`config.mk`:
```
export PLATFORM = sky130hd
export DESIGN_NAME = matrix_link_flat
export DESIGN_NICKNAME = d
export VERILOG_FILES = /design/src/rtl/matrix_link_if.sv /design/src/rtl/matrix_link.sv /design/src/flat_wrapper.sv
export SDC_FILE = /design/constraint.sdc
export NUM_CORES = 1
export LEC_CHECK = 0
export BUFFER_PORTS_ARGS = -buffer_cell sky130_fd_sc_hd__buf_2
export CORE_ASPECT_RATIO = 1.25
export CORE_MARGIN = 10
export CORE_UTILIZATION = 25
export DETAILED_ROUTE_END_ITERATION = 8
export GPL_TIMING_DRIVEN = 0
export HOLD_SLACK_MARGIN = 0.06
export SYNTH_ARGS = -nofsm -noshare
export SYNTH_HDL_FRONTEND = slang
export SYNTH_SLANG_ARGS = --single-unit
```
`constraint.sdc`:
```
create_clock -name clk -period 3.2 [get_ports clk]
set_clock_uncertainty 0.1 [all_clocks]
set_input_delay 0.48 -clock clk [delete_from_list [all_inputs] [get_ports clk]]
set_output_delay 0.48 -clock clk [all_outputs]
set_load 0.03 [all_outputs]
```
`src/rtl/matrix_link_if.sv`:
```
// Bundles the local TX request/status, the serial link wires in both directions and the
// received-edge outputs of matrix_link.
//   slave  : the matrix_link side (takes requests and link inputs, drives status and link outputs)
//   master : the user side (drives requests and link inputs, observes everything else)
interface matrix_link_if #(
    parameter int unsigned WIDTH = 32,
    parameter int unsigned LANES = 1
);
    // local transmit request
    logic             i_tx_start;
    logic [WIDTH-1:0] i_cells;
    logic             i_edge;
    // transmit status and outgoing link
    logic             o_tx_busy;
    logic             o_tx_done;
    logic             o_link_clk;
    logic             o_link_active;
    logic [LANES-1:0] o_link_data;
    // incoming link (asynchronous to clk)
    logic             i_link_clk;
    logic             i_link_active;
    logic [LANES-1:0] i_link_data;
    // received edge
    logic [WIDTH-1:0] o_cells;
    logic             o_edge;
    logic             o_rx_valid;
    logic             o_rx_err;
    logic             o_rx_busy;

    modport slave (
        input  i_tx_start, i_cells, i_edge,
        input  i_link_clk, i_link_active, i_link_data,
        output o_tx_busy, o_tx_done, o_link_clk, o_link_active, o_link_data,
        output o_cells, o_edge, o_rx_valid, o_rx_err, o_rx_busy
    );

    modport master (
        output i_tx_start, i_cells, i_edge,
        output i_link_clk, i_link_active, i_link_data,
        input  o_tx_busy, o_tx_done, o_link_clk, o_link_active, o_link_data,
        input  o_cells, o_edge, o_rx_valid, o_rx_err, o_rx_busy
    );
endinterface

```
`src/rtl/matrix_link.sv`:
```
// Full-duplex, multi-lane serial link that exchanges one matrix edge (WIDTH cells plus a
// corner bit) with a neighbouring chip. TX is link master: it snapshots the edge, generates
// the link clock and stripes N = WIDTH/LANES data beats, a corner beat and a parity beat
// over LANES wires. RX synchronises the neighbour's link, collects a frame and commits it
// atomically when parity matches, flagging parity errors and aborted frames.
// Ports:
//   clk     : system clock, all logic on posedge
//   reset_n : asynchronous active-low reset
//   bus     : matrix_link_if.slave -- TX request/status, link wires both ways, RX outputs
module matrix_link #(
    parameter int unsigned WIDTH       = 32,
    parameter int unsigned LANES       = 1,
    parameter int unsigned CLK_DIV     = 4,
    parameter int unsigned SYNC_STAGES = 2
) (
    input  logic          clk,
    input  logic          reset_n,
    matrix_link_if.slave  bus
);

    localparam int unsigned N_BEATS = WIDTH / LANES;
    localparam int unsigned BEAT_W  = $clog2(N_BEATS + 3);
    localparam int unsigned IDX_W   = (N_BEATS > 1) ? $clog2(N_BEATS) : 1;
    localparam int unsigned DIV_W   = $clog2(CLK_DIV);
    localparam int unsigned SYNC_W  = LANES + 2;

    // beat indices: data beats 0..N-1, corner beat N, parity beat N+1, N+2 = frame complete
    localparam logic [BEAT_W-1:0] CORNER_B = BEAT_W'(N_BEATS);
    localparam logic [BEAT_W-1:0] PARITY_B = BEAT_W'(N_BEATS + 1);
    localparam logic [BEAT_W-1:0] END_B    = BEAT_W'(N_BEATS + 2);
    localparam logic [DIV_W-1:0]  DIV_LAST = DIV_W'(CLK_DIV - 1);

    // ------------------------------------------------------------------ TX
    typedef enum logic [1:0] {
        TX_IDLE = 2'd0,
        TX_LOW  = 2'd1,
        TX_HIGH = 2'd2,
        TX_TAIL = 2'd3
    } tx_state_t;

    tx_state_t                     tx_state,      tx_state_nxt;
    logic [DIV_W-1:0]              div_cnt,       div_cnt_nxt;
    logic [BEAT_W-1:0]             tx_beat,       tx_beat_nxt;
    logic [N_BEATS-1:0][LANES-1:0] tx_cells_q,    tx_cells_nxt;
    logic                          tx_edge_q,     tx_edge_nxt;
    logic                          link_clk_q,    link_clk_nxt;
    logic                          link_active_q, link_active_nxt;
    logic [LANES-1:0]              link_data_q,   link_data_nxt;
    logic                          tx_busy_q,     tx_busy_nxt;
    logic                          tx_done_q,     tx_done_nxt;

    logic [LANES-1:0]              tx_parity_c;
    logic [BEAT_W-1:0]             tx_beat_inc_c;
    logic [LANES-1:0]              tx_next_word_c;

    // per-lane parity over the snapshot's data beats and the corner beat
    always_comb begin
        tx_parity_c = '0;
        for (int k = 0; k < int'(N_BEATS); k++) begin
            tx_parity_c = tx_parity_c ^ tx_cells_q[k];
        end
        tx_parity_c[0] = tx_parity_c[0] ^ tx_edge_q;
    end

    // lane word of the beat following the current one
    always_comb begin
        tx_beat_inc_c = tx_beat + BEAT_W'(1);
        if (tx_beat_inc_c < CORNER_B) begin
            tx_next_word_c = tx_cells_q[IDX_W'(tx_beat_inc_c)];
        end else if (tx_beat_inc_c == CORNER_B) begin
            tx_next_word_c = LANES'(tx_edge_q);
        end else begin
            tx_next_word_c = tx_parity_c;
        end
    end

    // TX state and output registers
    always_ff @(posedge clk or negedge reset_n) begin
        if (!reset_n) begin
            tx_state      <= TX_IDLE;
            div_cnt       <= '0;
            tx_beat       <= '0;
            tx_cells_q    <= '0;
            tx_edge_q     <= 1'b0;
            link_clk_q    <= 1'b0;
            link_active_q <= 1'b0;
            link_data_q   <= '0;
            tx_busy_q     <= 1'b0;
            tx_done_q     <= 1'b0;
        end else begin
            tx_state      <= tx_state_nxt;
            div_cnt       <= div_cnt_nxt;
            tx_beat       <= tx_beat_nxt;
            tx_cells_q    <= tx_cells_nxt;
            tx_edge_q     <= tx_edge_nxt;
            link_clk_q    <= link_clk_nxt;
            link_active_q <= link_active_nxt;
            link_data_q   <= link_data_nxt;
            tx_busy_q     <= tx_busy_nxt;
            tx_done_q     <= tx_done_nxt;
        end
    end

    // TX next state / next outputs
    always_comb begin
        tx_state_nxt    = tx_state;
        div_cnt_nxt     = div_cnt;
        tx_beat_nxt     = tx_beat;
        tx_cells_nxt    = tx_cells_q;
        tx_edge_nxt     = tx_edge_q;
        link_clk_nxt    = link_clk_q;
        link_active_nxt = link_active_q;
        link_data_nxt   = link_data_q;
        tx_busy_nxt     = tx_busy_q;
        tx_done_nxt     = 1'b0;

        case (tx_state)
            TX_IDLE: begin
                // the done cycle is still treated as busy for new requests
                if (bus.i_tx_start && !tx_done_q) begin
                    tx_cells_nxt    = bus.i_cells;
                    tx_edge_nxt     = bus.i_edge;
                    div_cnt_nxt     = '0;
                    tx_beat_nxt     = '0;
                    link_clk_nxt    = 1'b0;
                    link_active_nxt = 1'b1;
                    link_data_nxt   = bus.i_cells[LANES-1:0];
                    tx_busy_nxt     = 1'b1;
                    tx_state_nxt    = TX_LOW;
                end
            end

            TX_LOW: begin
                if (div_cnt == DIV_LAST) begin
                    div_cnt_nxt  = '0;
                    link_clk_nxt = 1'b1;
                    tx_state_nxt = TX_HIGH;
                end else begin
                    div_cnt_nxt = div_cnt + DIV_W'(1);
                end
            end

            TX_HIGH: begin
                if (div_cnt == DIV_LAST) begin
                    div_cnt_nxt  = '0;
                    link_clk_nxt = 1'b0;
                    if (tx_beat == PARITY_B) begin
                        tx_state_nxt = TX_TAIL;
                    end else begin
                        // data only moves together with the falling link clock
                        tx_beat_nxt   = tx_beat_inc_c;
                        link_data_nxt = tx_next_word_c;
                        tx_state_nxt  = TX_LOW;
                    end
                end else begin
                    div_cnt_nxt = div_cnt + DIV_W'(1);
                end
            end

            TX_TAIL: begin
                if (div_cnt == DIV_LAST) begin
                    div_cnt_nxt     = '0;
                    tx_beat_nxt     = '0;
                    link_active_nxt = 1'b0;
                    link_data_nxt   = '0;
                    tx_busy_nxt     = 1'b0;
                    tx_done_nxt     = 1'b1;
                    tx_state_nxt    = TX_IDLE;
                end else begin
                    div_cnt_nxt = div_cnt + DIV_W'(1);
                end
            end

            default: begin
                tx_state_nxt = TX_IDLE;
            end
        endcase
    end

    assign bus.o_tx_busy     = tx_busy_q;
    assign bus.o_tx_done     = tx_done_q;
    assign bus.o_link_clk    = link_clk_q;
    assign bus.o_link_active = link_active_q;
    assign bus.o_link_data   = link_data_q;

    // ------------------------------------------------------------------ RX
    // one flop chain carries clk, active and all lanes so they stay aligned
    logic [SYNC_STAGES-1:0][SYNC_W-1:0] rx_sync_q;
    logic                               s_clk_c;
    logic                               s_active_c;
    logic [LANES-1:0]                   s_data_c;
    logic                               s_rise_c;

    logic                               rx_clk_prev;
    logic [BEAT_W-1:0]                  rx_cnt;
    logic [N_BEATS-1:0][LANES-1:0]      rx_shadow;
    logic                               rx_edge_shadow;
    logic [LANES-1:0]                   rx_par;
    logic [WIDTH-1:0]                   rx_cells_q;
    logic                               rx_edge_q;
    logic                               rx_valid_q;
    logic                               rx_err_q;
    logic                               rx_busy_q;

    // input synchroniser; index 0 is the newest stage
    always_ff @(posedge clk or negedge reset_n) begin
        if (!reset_n) begin
            rx_sync_q <= '0;
        end else begin
            rx_sync_q <= {rx_sync_q[SYNC_STAGES-2:0],
                          bus.i_link_clk, bus.i_link_active, bus.i_link_data};
        end
    end

    assign s_clk_c    = rx_sync_q[SYNC_STAGES-1][LANES+1];
    assign s_active_c = rx_sync_q[SYNC_STAGES-1][LANES];
    assign s_data_c   = rx_sync_q[SYNC_STAGES-1][LANES-1:0];
    assign s_rise_c   = s_clk_c && !rx_clk_prev;

    // frame collection, parity check and atomic commit
    always_ff @(posedge clk or negedge reset_n) begin
        if (!reset_n) begin
            rx_clk_prev    <= 1'b0;
            rx_cnt         <= '0;
            rx_shadow      <= '0;
            rx_edge_shadow <= 1'b0;
            rx_par         <= '0;
            rx_cells_q     <= '0;
            rx_edge_q      <= 1'b0;
            rx_valid_q     <= 1'b0;
            rx_err_q       <= 1'b0;
            rx_busy_q      <= 1'b0;
        end else begin
            rx_clk_prev <= s_clk_c;
            rx_valid_q  <= 1'b0;
            rx_err_q    <= 1'b0;
            if (!s_active_c) begin
                // a frame that ended before its parity beat is an abort
                if (rx_cnt != '0 && rx_cnt != END_B) begin
                    rx_err_q <= 1'b1;
                end
                rx_cnt    <= '0;
                rx_par    <= '0;
                rx_busy_q <= 1'b0;
            end else if (s_rise_c && rx_cnt != END_B) begin
                rx_cnt <= rx_cnt + BEAT_W'(1);
                if (rx_cnt < CORNER_B) begin
                    rx_shadow[IDX_W'(rx_cnt)] <= s_data_c;
                    rx_par                    <= rx_par ^ s_data_c;
                    rx_busy_q                 <= 1'b1;
                end else if (rx_cnt == CORNER_B) begin
                    rx_edge_shadow <= s_data_c[0];
                    rx_par         <= rx_par ^ s_data_c;
                    rx_busy_q      <= 1'b1;
                end else begin
                    // parity beat: later rising edges in this frame are ignored
                    rx_busy_q <= 1'b0;
                    if (rx_par == s_data_c) begin
                        rx_cells_q <= rx_shadow;
                        rx_edge_q  <= rx_edge_shadow;
                        rx_valid_q <= 1'b1;
                    end else begin
                        rx_err_q <= 1'b1;
                    end
                end
            end
        end
    end

    assign bus.o_cells    = rx_cells_q;
    assign bus.o_edge     = rx_edge_q;
    assign bus.o_rx_valid = rx_valid_q;
    assign bus.o_rx_err   = rx_err_q;
    assign bus.o_rx_busy  = rx_busy_q;

endmodule

```
`src/flat_wrapper.sv`:
```
// flat-port wrapper written by rule: the top's interface ports become plain ports
module matrix_link_flat 
#(
    parameter int unsigned WIDTH       = 32,
    parameter int unsigned LANES       = 1,
    parameter int unsigned CLK_DIV     = 4,
    parameter int unsigned SYNC_STAGES = 2
)
  (clk, reset_n, bus_i_tx_start, bus_i_cells, bus_i_edge, bus_i_link_clk, bus_i_link_active, bus_i_link_data, bus_o_tx_busy, bus_o_tx_done, bus_o_link_clk, bus_o_link_active, bus_o_link_data, bus_o_cells, bus_o_edge, bus_o_rx_valid, bus_o_rx_err, bus_o_rx_busy);
  matrix_link_if #(.WIDTH(WIDTH), .LANES(LANES)) bus_i ();
  input  logic clk;
  input  logic reset_n;
  input wire logic [$bits(bus_i.i_tx_start)-1:0] bus_i_tx_start;
  input wire logic [$bits(bus_i.i_cells)-1:0] bus_i_cells;
  input wire logic [$bits(bus_i.i_edge)-1:0] bus_i_edge;
  input wire logic [$bits(bus_i.i_link_clk)-1:0] bus_i_link_clk;
  input wire logic [$bits(bus_i.i_link_active)-1:0] bus_i_link_active;
  input wire logic [$bits(bus_i.i_link_data)-1:0] bus_i_link_data;
  output wire logic [$bits(bus_i.o_tx_busy)-1:0] bus_o_tx_busy;
  output wire logic [$bits(bus_i.o_tx_done)-1:0] bus_o_tx_done;
  output wire logic [$bits(bus_i.o_link_clk)-1:0] bus_o_link_clk;
  output wire logic [$bits(bus_i.o_link_active)-1:0] bus_o_link_active;
  output wire logic [$bits(bus_i.o_link_data)-1:0] bus_o_link_data;
  output wire logic [$bits(bus_i.o_cells)-1:0] bus_o_cells;
  output wire logic [$bits(bus_i.o_edge)-1:0] bus_o_edge;
  output wire logic [$bits(bus_i.o_rx_valid)-1:0] bus_o_rx_valid;
  output wire logic [$bits(bus_i.o_rx_err)-1:0] bus_o_rx_err;
  output wire logic [$bits(bus_i.o_rx_busy)-1:0] bus_o_rx_busy;
  assign bus_i.i_tx_start = bus_i_tx_start;
  assign bus_i.i_cells = bus_i_cells;
  assign bus_i.i_edge = bus_i_edge;
  assign bus_i.i_link_clk = bus_i_link_clk;
  assign bus_i.i_link_active = bus_i_link_active;
  assign bus_i.i_link_data = bus_i_link_data;
  assign bus_o_tx_busy = bus_i.o_tx_busy;
  assign bus_o_tx_done = bus_i.o_tx_done;
  assign bus_o_link_clk = bus_i.o_link_clk;
  assign bus_o_link_active = bus_i.o_link_active;
  assign bus_o_link_data = bus_i.o_link_data;
  assign bus_o_cells = bus_i.o_cells;
  assign bus_o_edge = bus_i.o_edge;
  assign bus_o_rx_valid = bus_i.o_rx_valid;
  assign bus_o_rx_err = bus_i.o_rx_err;
  assign bus_o_rx_busy = bus_i.o_rx_busy;
  matrix_link #(.WIDTH(WIDTH), .LANES(LANES), .CLK_DIV(CLK_DIV), .SYNC_STAGES(SYNC_STAGES)) u_core (.clk(clk), .reset_n(reset_n), .bus(bus_i));
endmodule
```
==> results of run 1 <==
==> layout make-up <==
type / count / area (sq um) / share of cell area, %
Buffer: 26 / 121 / 1.65
Clock buffer: 21 / 480 / 6.52
Clock inverter: 11 / 150 / 2.04
Inverter: 7 / 26.3 / 0.356
Multi-Input combinational cell: 331 / 2510 / 34.1
Sequential cell: 130 / 3250 / 44.1
Tap cell: 288 / 360 / 4.89
Timing Repair Buffer: 84 / 469 / 6.37
==> what timing repair did <==
| action | 4_1_cts | 5_1_grt |
|---|---|---|
| hold endpoints to repair | 45 | 0 |
| resized for setup | 0 | 0 |
| hold buffers | 4 | 0 |
==> per-layer routing <==
metal	vias to the layer above	GRT usage (%)	wire length (um)
met5	-	0	0
met4	0	3.03	141
met3	13	3.25	628
met2	65	16.9	7170
met1	1893	10.9	5950
li1	1917	-	-
==> cells in the final DEF, fill, tap and decap left out, types with 4 or more instances in the layout <==
cell type and instances:
dfrtp_1 130, nand2_1 82, buf_2 82, mux2_2 42
o21ai_0 39, xnor2_1 30, mux2_1 29, nor2_1 19
clkbuf_1 18, clkbuf_16 17, xor2_1 9, mux4_1 8
inv_1 7, ha_1 7, o31ai_1 6, nor2b_1 5
and2_1 5, nand3_1 5, nor3_1 4, a21oi_1 4
nor3b_1 4, clkbuf_8 4, dlygate4sd3_1 4
==> worst min path at each step <==
stage,to,slack [ps],cells after the start
after floorplan,u_core.bus.o_cells[0],80,0
after global placement,u_core.rx_sync_q[5],230,0
after detailed placement,u_core.rx_sync_q[5],240,0
after CTS,u_core.tx_cells_q[24],170,2
after global routing,u_core.tx_cells_q[24],180,2
final,u_core.tx_cells_q[24],190,2
==> power by group through the flow <==
stage	Sequential (mW)	Clock, mW	Combinational, mW
6_report	2.17	2.04	2.20
3_5_place_dp	2.21	0	2.22
5_1_grt	2.22	2.17	2.42
2_1_floorplan	2.17	0	1.80
4_1_cts	2.18	2.09	2.24
3_3_place_gp	2.20	0	2.18
==> critical path: cells and delay by family, from the launching register on <==
family / cells / cell delay (ps)
muxes: 2 / 900
AOI/OAI and AO/OA: 3 / 600
xor gates and xnor gates: 1 / 420
adders and majority gates: 1 / 330
and+or+nand+nor: 1 / 70
DFF: 1 / 410
==> state kept, by name, summed over array words and instances, names as in the netlist, 2 cells and up <==
name / flops
u_core.bus.o_cells: 32
u_core.div_cnt: 2
u_core.rx_cnt: 6
u_core.rx_shadow: 32
u_core.rx_sync_q: 6
u_core.tx_beat: 6
u_core.tx_cells_q: 32
u_core.tx_state: 2
==> logic make-up (layout without fill, tap and decap cells) <==
kind of cell,Yosys count,after routing
AOI/OAI and AO/OA,62,62
xor gates and xnor gates,41,41
adders and majority gates,7,7
buffers and inverters,33,149
DFF,130,130
muxes,82,82
and+or+nand+nor,139,139
==> stage by stage <==
stage / total power [mW] / util (%) / setup WS, ps / cell area, sq um / hold WS, ps
finish: 6.41 / 31.9 / 261 / 7370 / 191
detailed placement: 4.43 / 29.0 / 203 / 6700 / 237
CTS: 6.51 / 31.9 / 189 / 7370 / 173
global route: 6.81 / 31.9 / 65.4 / 7370 / 183
global placement: 4.38 / 28.8 / -306 / 6670 / 231
floorplan: 3.98 / - / 592 / 5910 / 84.4
==> flow_summary.json, run 1 <==
{
  "status": "complete, no violations",
  "synthTopCellsByCount": "dfrtp_1, nand2_1, mux2_2, o21ai_0, xnor2_1",
  "crit_start": "u_core.tx_beat[1]",
  "synth_area_leader_cell": "dfrtp_1",
  "worstPathMaxFanout": 9,
  "syn_area_sq_mm": 0.00591,
  "switching_power_mw": 1.96,
  "areaGrowthSynthToFinish_pct": 24.7,
  "muxShareOfSynthArea_pct": 17.6,
  "switching_share_pct": 30.6,
  "globalRouteOverflowTotal": 0,
  "grt_pass1_wl_um": 22500,
  "synth_seq_area_share_pct": 55.0,
  "syn-num-nets": 540,
  "ctsRootBufferMaster": "clkbuf_16",
  "detail-route-antenna-nets": 0,
  "dp_cells": 862,
  "rr_endpoint": "u_core.bus.o_link_data",
  "tns_ps": 0,
  "initial_core_util_pct": 25.6,
  "setup_violations": 0,
  "synth_warnings": 0,
  "max_freq_ghz": 0.340,
  "synth_cell_types": 44,
  "crit_arrival_ps": 3140,
  "power_frac_clock_pct": 31.8,
  "synth_compound_area_share_pct": 6.18,
  "die_y_um": 192,
  "synthAdderAreaFrac_pct": 1.48,
  "gp_congestion": 0.814,
  "num_io_pins": 80,
  "period_share_pct": 91.8,
  "syn_avg_cell_area_sq_um": 12.0,
  "vias": 3888,
  "crit_required_ps": 3400,
  "cp-end-kind": "flip-flop",
  "clk_pin_slew_worst_paths_ps": 60,
  "worstSetupStartpointType": "flip-flop",
  "io_buffers": 79,
  "slew_headroom_pct": 15.4,
  "power_density_mw_per_mm2": 870,
  "drive_gt1_share_pct": 27.2,
  "pwr-share-comb_pct": 34.3,
  "synthArstFlopShare_pct": 100,
  "clkLatencyLatePin_ps": 420,
  "std_cell_rows": 62,
  "cpPeakStageDelay_ps": 620,
  "drt_iter0_markers": 117,
  "nNetsFinal": 643,
  "first_pass_iters": 4,
  "ctsHtreeMaxLevel": 4,
  "synthFlopType": "dfrtp_1",
  "p_leak_nw": 3.42,
  "min-delay-start": "bus_i_cells[24]",
  "via_per_inst": 4.33,
  "drv_slew": 0,
  "cts.sinks": 130,
  "worstMarginPinSlew_ps": 1260,
  "cts_made_buffers": 17,
  "path_cells": "ha_1, xor2_4, mux4_1, mux2_2, a211oi_1, a2111oi_2, a221oi_2, nand2_1",
  "grt_util_all_layers_pct": 9.69,
  "r2r-start": "u_core.tx_beat[1]",
  "synth_xor_area_share_pct": 6.71,
  "ys_seq_elements": 130,
  "min-delay-path-class": "in2reg",
  "die_w_um": 158,
  "slowest_stage": "mux4_1",
  "antenna_cells": 0,
  "synth.most_common_cell": "dfrtp_1",
  "synth_edf_count": 0,
  "final_hold_viol_count": 0,
  "synthCells": 494,
  "endpoint": "u_core.bus.o_link_data",
  "r2r_slack_ps": 260,
  "cell_internal_pwr_mw": 4.45,
  "min_period_ps": 2940,
  "yosysTopAreaCellShare_pct": 55.0,
  "drc_errors": 0,
  "clk_path_buf_depth": 2,
  "wl_per_cell_um": 15.5,
  "wirelength_um": 13900,
  "cts_setup_buffers": 0,
  "synth_top_family_by_area": "multiplexers",
  "synth_area_leaders": "dfrtp_1, mux2_2, mux2_1",
  "crit_type": "reg2reg",
  "ir_drop_mv": 0.367,
  "grt_pass1_vias": 4105,
  "die_area_sq_mm": 0.0302,
  "synth-simple-area-share_pct": 10.5,
  "rr_worst_depth": 8,
  "antenna_found_initial": 0,
  "fillers": 2358,
  "seq_power_share_pct": 33.9,
  "grt_max_degree": 89,
  "max_cap_violations": 0,
  "rsz0062_at_grt": "false",
  "core_area_sq_mm": 0.0231,
  "fin_cells": 898,
  "hpwl_um": 10200,
  "cts_tree": "built"
}
Note: power is estimated with default switching activity, not from simulation.
==> run 2: changes to the inputs <==
==> constraint.sdc (replaced) <==
create_clock -name clk -period 3.2 [get_ports clk]
set_clock_uncertainty 0.1 [all_clocks]
set_input_delay 0.16 -clock clk [delete_from_list [all_inputs] [get_ports clk]]
set_output_delay 0.16 -clock clk [all_outputs]
set_load 0.03 [all_outputs]
==> flow_summary.json, run 2 (same netlist as run 1, synthesis figures left out) <==
{
  "status": "complete, no violations",
  "fillers": 2318,
  "drv_slew": 0,
  "initial_core_util_pct": 25.6,
  "tns_ps": 0,
  "clkLatencyLatePin_ps": 420,
  "rsz0062_at_grt": "false",
  "via_per_inst": 4.30,
  "grt_pass1_wl_um": 23200,
  "slew_headroom_pct": 16.0,
  "final_hold_viol_count": 0,
  "cts_made_buffers": 17,
  "clk_pin_slew_worst_paths_ps": 60,
  "slowest_stage": "mux4_1",
  "worst_slack_ps": 259,
  "fin_cells": 932,
  "min_period_ps": 2940,
  "grt_pass1_vias": 4276,
  "hpwl_um": 10200,
  "nNetsFinal": 677,
  "crit_arrival_ps": 3140,
  "crit_required_ps": 3400,
  "grt_util_all_layers_pct": 9.96,
  "setup_violations": 0,
  "finalInstanceArea_sq_mm": 0.00771,
  "max_freq_ghz": 0.340,
  "areaGrowthSynthToFinish_pct": 30.5,
  "worstMarginPinSlew_ps": 1250,
  "ctsRootBufferMaster": "clkbuf_16",
  "core_area_sq_mm": 0.0231,
  "vias": 4011,
  "dp_cells": 862,
  "finalCoreUtilization_pct": 33.4,
  "io_buffers": 79,
  "wl_per_cell_um": 15.2,
  "crit_type": "reg2reg",
  "num_io_pins": 80,
  "path_cells": "ha_1, xor2_4, mux4_1, mux2_2, a211oi_1, a2111oi_2, a221oi_2, nand2_1",
  "max_cap_violations": 0,
  "dp_slack_ps": 203,
  "antenna_found_initial": 0,
  "detail-route-antenna-nets": 0,
  "wirelength_um": 14200,
  "place_area_sq_mm": 0.00670,
  "worstSetupStartpointType": "flip-flop",
  "cp-end-kind": "flip-flop",
  "p_leak_nw": 3.56,
  "grt_max_degree": 89,
  "die_w_um": 158,
  "final_cell_mix": "dfrtp_1, nand2_1, buf_2",
  "gp_congestion": 0.814,
  "min-delay-path-class": "in2async",
  "clk_path_buf_depth": 2,
  "worstPathMaxFanout": 9,
  "first_pass_iters": 4,
  "die_y_um": 192,
  "ctsHtreeMaxLevel": 4,
  "cts_tree": "built",
  "globalRouteOverflowTotal": 0,
  "period_share_pct": 91.9,
  "std_cell_rows": 62,
  "final_common_cell": "dfrtp_1",
  "antenna_cells": 0,
  "cts.sinks": 130,
  "cpPeakStageDelay_ps": 620,
  "drive_gt1_share_pct": 25.8,
  "drc_errors": 0,
  "drt_iter0_markers": 121,
  "die_area_sq_mm": 0.0302,
  "ir_drop_mv": 0.367,
  "power_density_mw_per_mm2": 838
}
[run 2: cell count changes in the layout (fill, tap and decap cells not counted), sizes merged]
cell,change
dlygate4sd3,+34
[run 2: path summary, 6_finish.rpt]
kind / start / endpoint / slack, ps / depth (start not counted)
min reg2reg: u_core.rx_sync_q[2] / u_core.rx_sync_q[5] / 250 / 0
max: u_core.tx_beat[1] / u_core.bus.o_link_data / 260 / 8
max reg2reg: u_core.tx_beat[1] / u_core.bus.o_link_data / 260 / 8
min in group clk: u_core.rx_sync_q[2] / u_core.rx_sync_q[5] / 250 / 0
max in group asynchronous: reset_n / u_core.rx_shadow[8] / 2100 / 3
min: reset_n / u_core.div_cnt[0] / 130 / 2
[run 2: timing repair]
action	4_1_cts	5_1_grt
resized for setup	0	0
hold buffers	38	0
endpoints found under the hold margin	168	0
setup buffers	0	0
[run 2: report_power, final]
group | leakage (nW) | internal, mW | switching, mW
clock network | 0.306 | 1.31 | 0.727
registers | 1.71 | 1.93 | 0.243
logic | 1.55 | 1.24 | 1.01
total | 3.56 | 4.48 | 1.98
[run 2: final cells by class]
cell class,instances,area [sq um],share of cell area [%]
clock inverter,11,150,1.95
clock buffer,21,480,6.23
inverter,7,26.3,0.341
timing repair buffer,118,810,10.5
multi-input combinational,331,2510,32.5
sequential,130,3250,42.2
buffer,26,121,1.57
tap,288,360,4.67
[run 2: worst max-delay path, delay by kind of cell (launching register included)]
kind | cells | cell delay, ps
AO/OA/AOI/OAI | 3 | 600
XOR/XNOR | 1 | 430
adder cells (fa/ha/maj) | 1 | 330
flip-flops | 1 | 410
multiplexers | 2 | 900
AND/OR/NAND/NOR | 1 | 70
[run 2: through the flow]
stage | power (mW) | hold slack, ps
global placement | 4.38 | 168
finish | 6.46 | 132
global route | 6.84 | 170
floorplan | 3.98 | -236
CTS | 6.55 | 131
detailed placement | 4.43 | 14.9
[run 2: metal layers]
layer | share of wire [%] | wire, um | vias to the layer above | track usage, %
met5 | 0 | 0 | - | 0
met3 | 4.3 | 617 | 13 | 3.31
met1 | 43 | 6060 | 1948 | 11.3
li1 | - | - | 1985 | -
met4 | 0.99 | 141 | 0 | 3.03
met2 | 52 | 7370 | 65 | 17.4
==> run 3: changes to the inputs <==
--- a/config.mk
+++ b/config.mk
@@ -9,6 +9,7 @@
 export CORE_ASPECT_RATIO = 1.25
 export CORE_MARGIN = 10
 export CORE_UTILIZATION = 25
+export CTS_BUF_LIST = sky130_fd_sc_hd__clkbuf_16
 export DETAILED_ROUTE_END_ITERATION = 8
 export GPL_TIMING_DRIVEN = 0
 export HOLD_SLACK_MARGIN = 0.06
==> flow_summary.json, run 3 (same netlist as run 1, synthesis figures left out) <==
{
  "via_per_inst": 4.31,
  "globalRouteOverflowTotal": 0,
  "tns_ps": 0,
  "grt_max_degree": 89,
  "wirelength_um": 14200,
  "final_hold_viol_count": 0,
  "io_buffers": 79,
  "worstMarginPinSlew_ps": 1250,
  "drive_gt1_share_pct": 25.2,
  "areaGrowthSynthToFinish_pct": 29.8,
  "max_freq_ghz": 0.340,
  "vias": 4015,
  "ctsHtreeMaxLevel": 4,
  "slowest_stage": "mux4_1",
  "crit_arrival_ps": 3130,
  "std_cell_rows": 62,
  "period_share_pct": 91.9,
  "p_leak_nw": 3.54,
  "num_io_pins": 80,
  "grt_pass1_vias": 4269,
  "crit_type": "reg2reg",
  "grt_util_all_layers_pct": 9.92,
  "cpPeakStageDelay_ps": 620,
  "max_cap_violations": 0,
  "cts_made_buffers": 17,
  "clkLatencyLatePin_ps": 420,
  "drv_slew": 0,
  "drc_errors": 0,
  "worstPathMaxFanout": 9,
  "slew_headroom_pct": 16.1,
  "final_cell_mix": "dfrtp_1, nand2_1, buf_2",
  "rr_endpoint": "u_core.bus.o_link_data",
  "rr_worst_depth": 8,
  "hpwl_um": 10200,
  "grt_pass1_wl_um": 23200,
  "power_density_mw_per_mm2": 829,
  "cts.sinks": 130,
  "cts.repair.resized": 0,
  "cp-end-kind": "flip-flop",
  "die_area_sq_mm": 0.0302,
  "die_w_um": 158,
  "path_cells": "ha_1, xor2_4, mux4_1, mux2_2, a211oi_1, a2111oi_2, a221oi_2, nand2_1",
  "crit_buf_inv": 0,
  "gp_congestion": 0.814,
  "die_y_um": 192,
  "nNetsFinal": 677,
  "crit_start": "u_core.tx_beat[1]",
  "crit_family": "multiplexers",
  "min_period_ps": 2940,
  "ir_drop_mv": 0.367,
  "worstSetupStartpointType": "flip-flop",
  "antenna_cells": 0,
  "min-delay-path-class": "in2async",
  "clk_pin_slew_worst_paths_ps": 60,
  "r2r_slack_ps": 260,
  "detail-route-antenna-nets": 0,
  "setup_violations": 0,
  "initial_core_util_pct": 25.6,
  "status": "complete, no violations",
  "wl_per_cell_um": 15.2,
  "first_pass_iters": 4,
  "ctsRootBufferMaster": "clkbuf_16",
  "multi_input_area_sq_mm": 0.00251,
  "clk_path_buf_depth": 2,
  "drt_iter0_markers": 126,
  "final_common_cell": "dfrtp_1",
  "crit_required_ps": 3400,
  "finalCoreUtilization_pct": 33.2,
  "core_area_sq_mm": 0.0231,
  "antenna_found_initial": 0,
  "regArea_sq_mm": 0.00325,
  "rsz0062_at_grt": "false",
  "fillers": 2329,
  "cts_setup_buffers": 0,
  "cts_tree": "built",
  "r2r-start": "u_core.tx_beat[1]"
}
## run 3: worst max path at each step
stage / to / slack, ps / depth (start not counted)
floorplan: u_core.bus.o_link_data / 590 / 8
global placement: u_core.rx_sync_q[0] / 10 / 1
detailed placement: u_core.bus.o_link_data / 200 / 8
CTS: u_core.bus.o_link_data / 190 / 8
global route: u_core.bus.o_link_data / 70 / 9
finish: u_core.bus.o_link_data / 260 / 8
## run 3: metal layers
metal / part of all wire [%] / vias up / track usage, % / routed length (um)
met5: 0 / - / 0 / 0
met4: 0.97 / 0 / 2.92 / 138
met3: 4.5 / 13 / 3.25 / 631
met2: 52 / 72 / 17.3 / 7330
li1: - / 1983 / - / -
met1: 43 / 1947 / 11.3 / 6070
## run 3: where the power goes
group          leakage [nW]  switching (mW)  internal, mW
Clock                 0.284           0.725          1.22
Combinational          1.55            1.01          1.24
Sequential             1.71           0.243          1.93
Total                  3.54            1.98          4.38
## run 3: through the flow
stage / hold slack [ps] / instances / worst slack [ps] / total power [mW] / area (sq um)
finish: 137 / 932 / 261 / 6.36 / 7670
global route: 172 / 932 / 65.4 / 6.74 / 7670
CTS: 132 / 932 / 189 / 6.44 / 7670
detailed placement: 14.9 / 862 / 203 / 4.43 / 6700
global placement: 168 / 861 / 14.0 / 4.38 / 6670
floorplan: -236 / 494 / 592 / 3.98 / 5910
## run 3: worst reg2reg max path: cells and delay by family, from the launching register on
family          cells  cell delay [ps]
compound gates      3              600
simple gates        1               70
flops               1              410
xor+xnor            1              430
mux                 2              900
fa+ha+maj           1              330
## run 3: cell type report
type	instances	area share (%)
sequential	130	42.4
timing repair buffer	118	10.6
multi-input combinational	331	32.7
inverter	7	0.343
clock inverter	15	2.15
clock buffer	17	5.55
tap	288	4.70
buffer	26	1.58
## run 3: timing repair
action,in CTS,in global routing
hold buffers,38,0
setup endpoints to repair,0,0
hold endpoints to repair,168,0
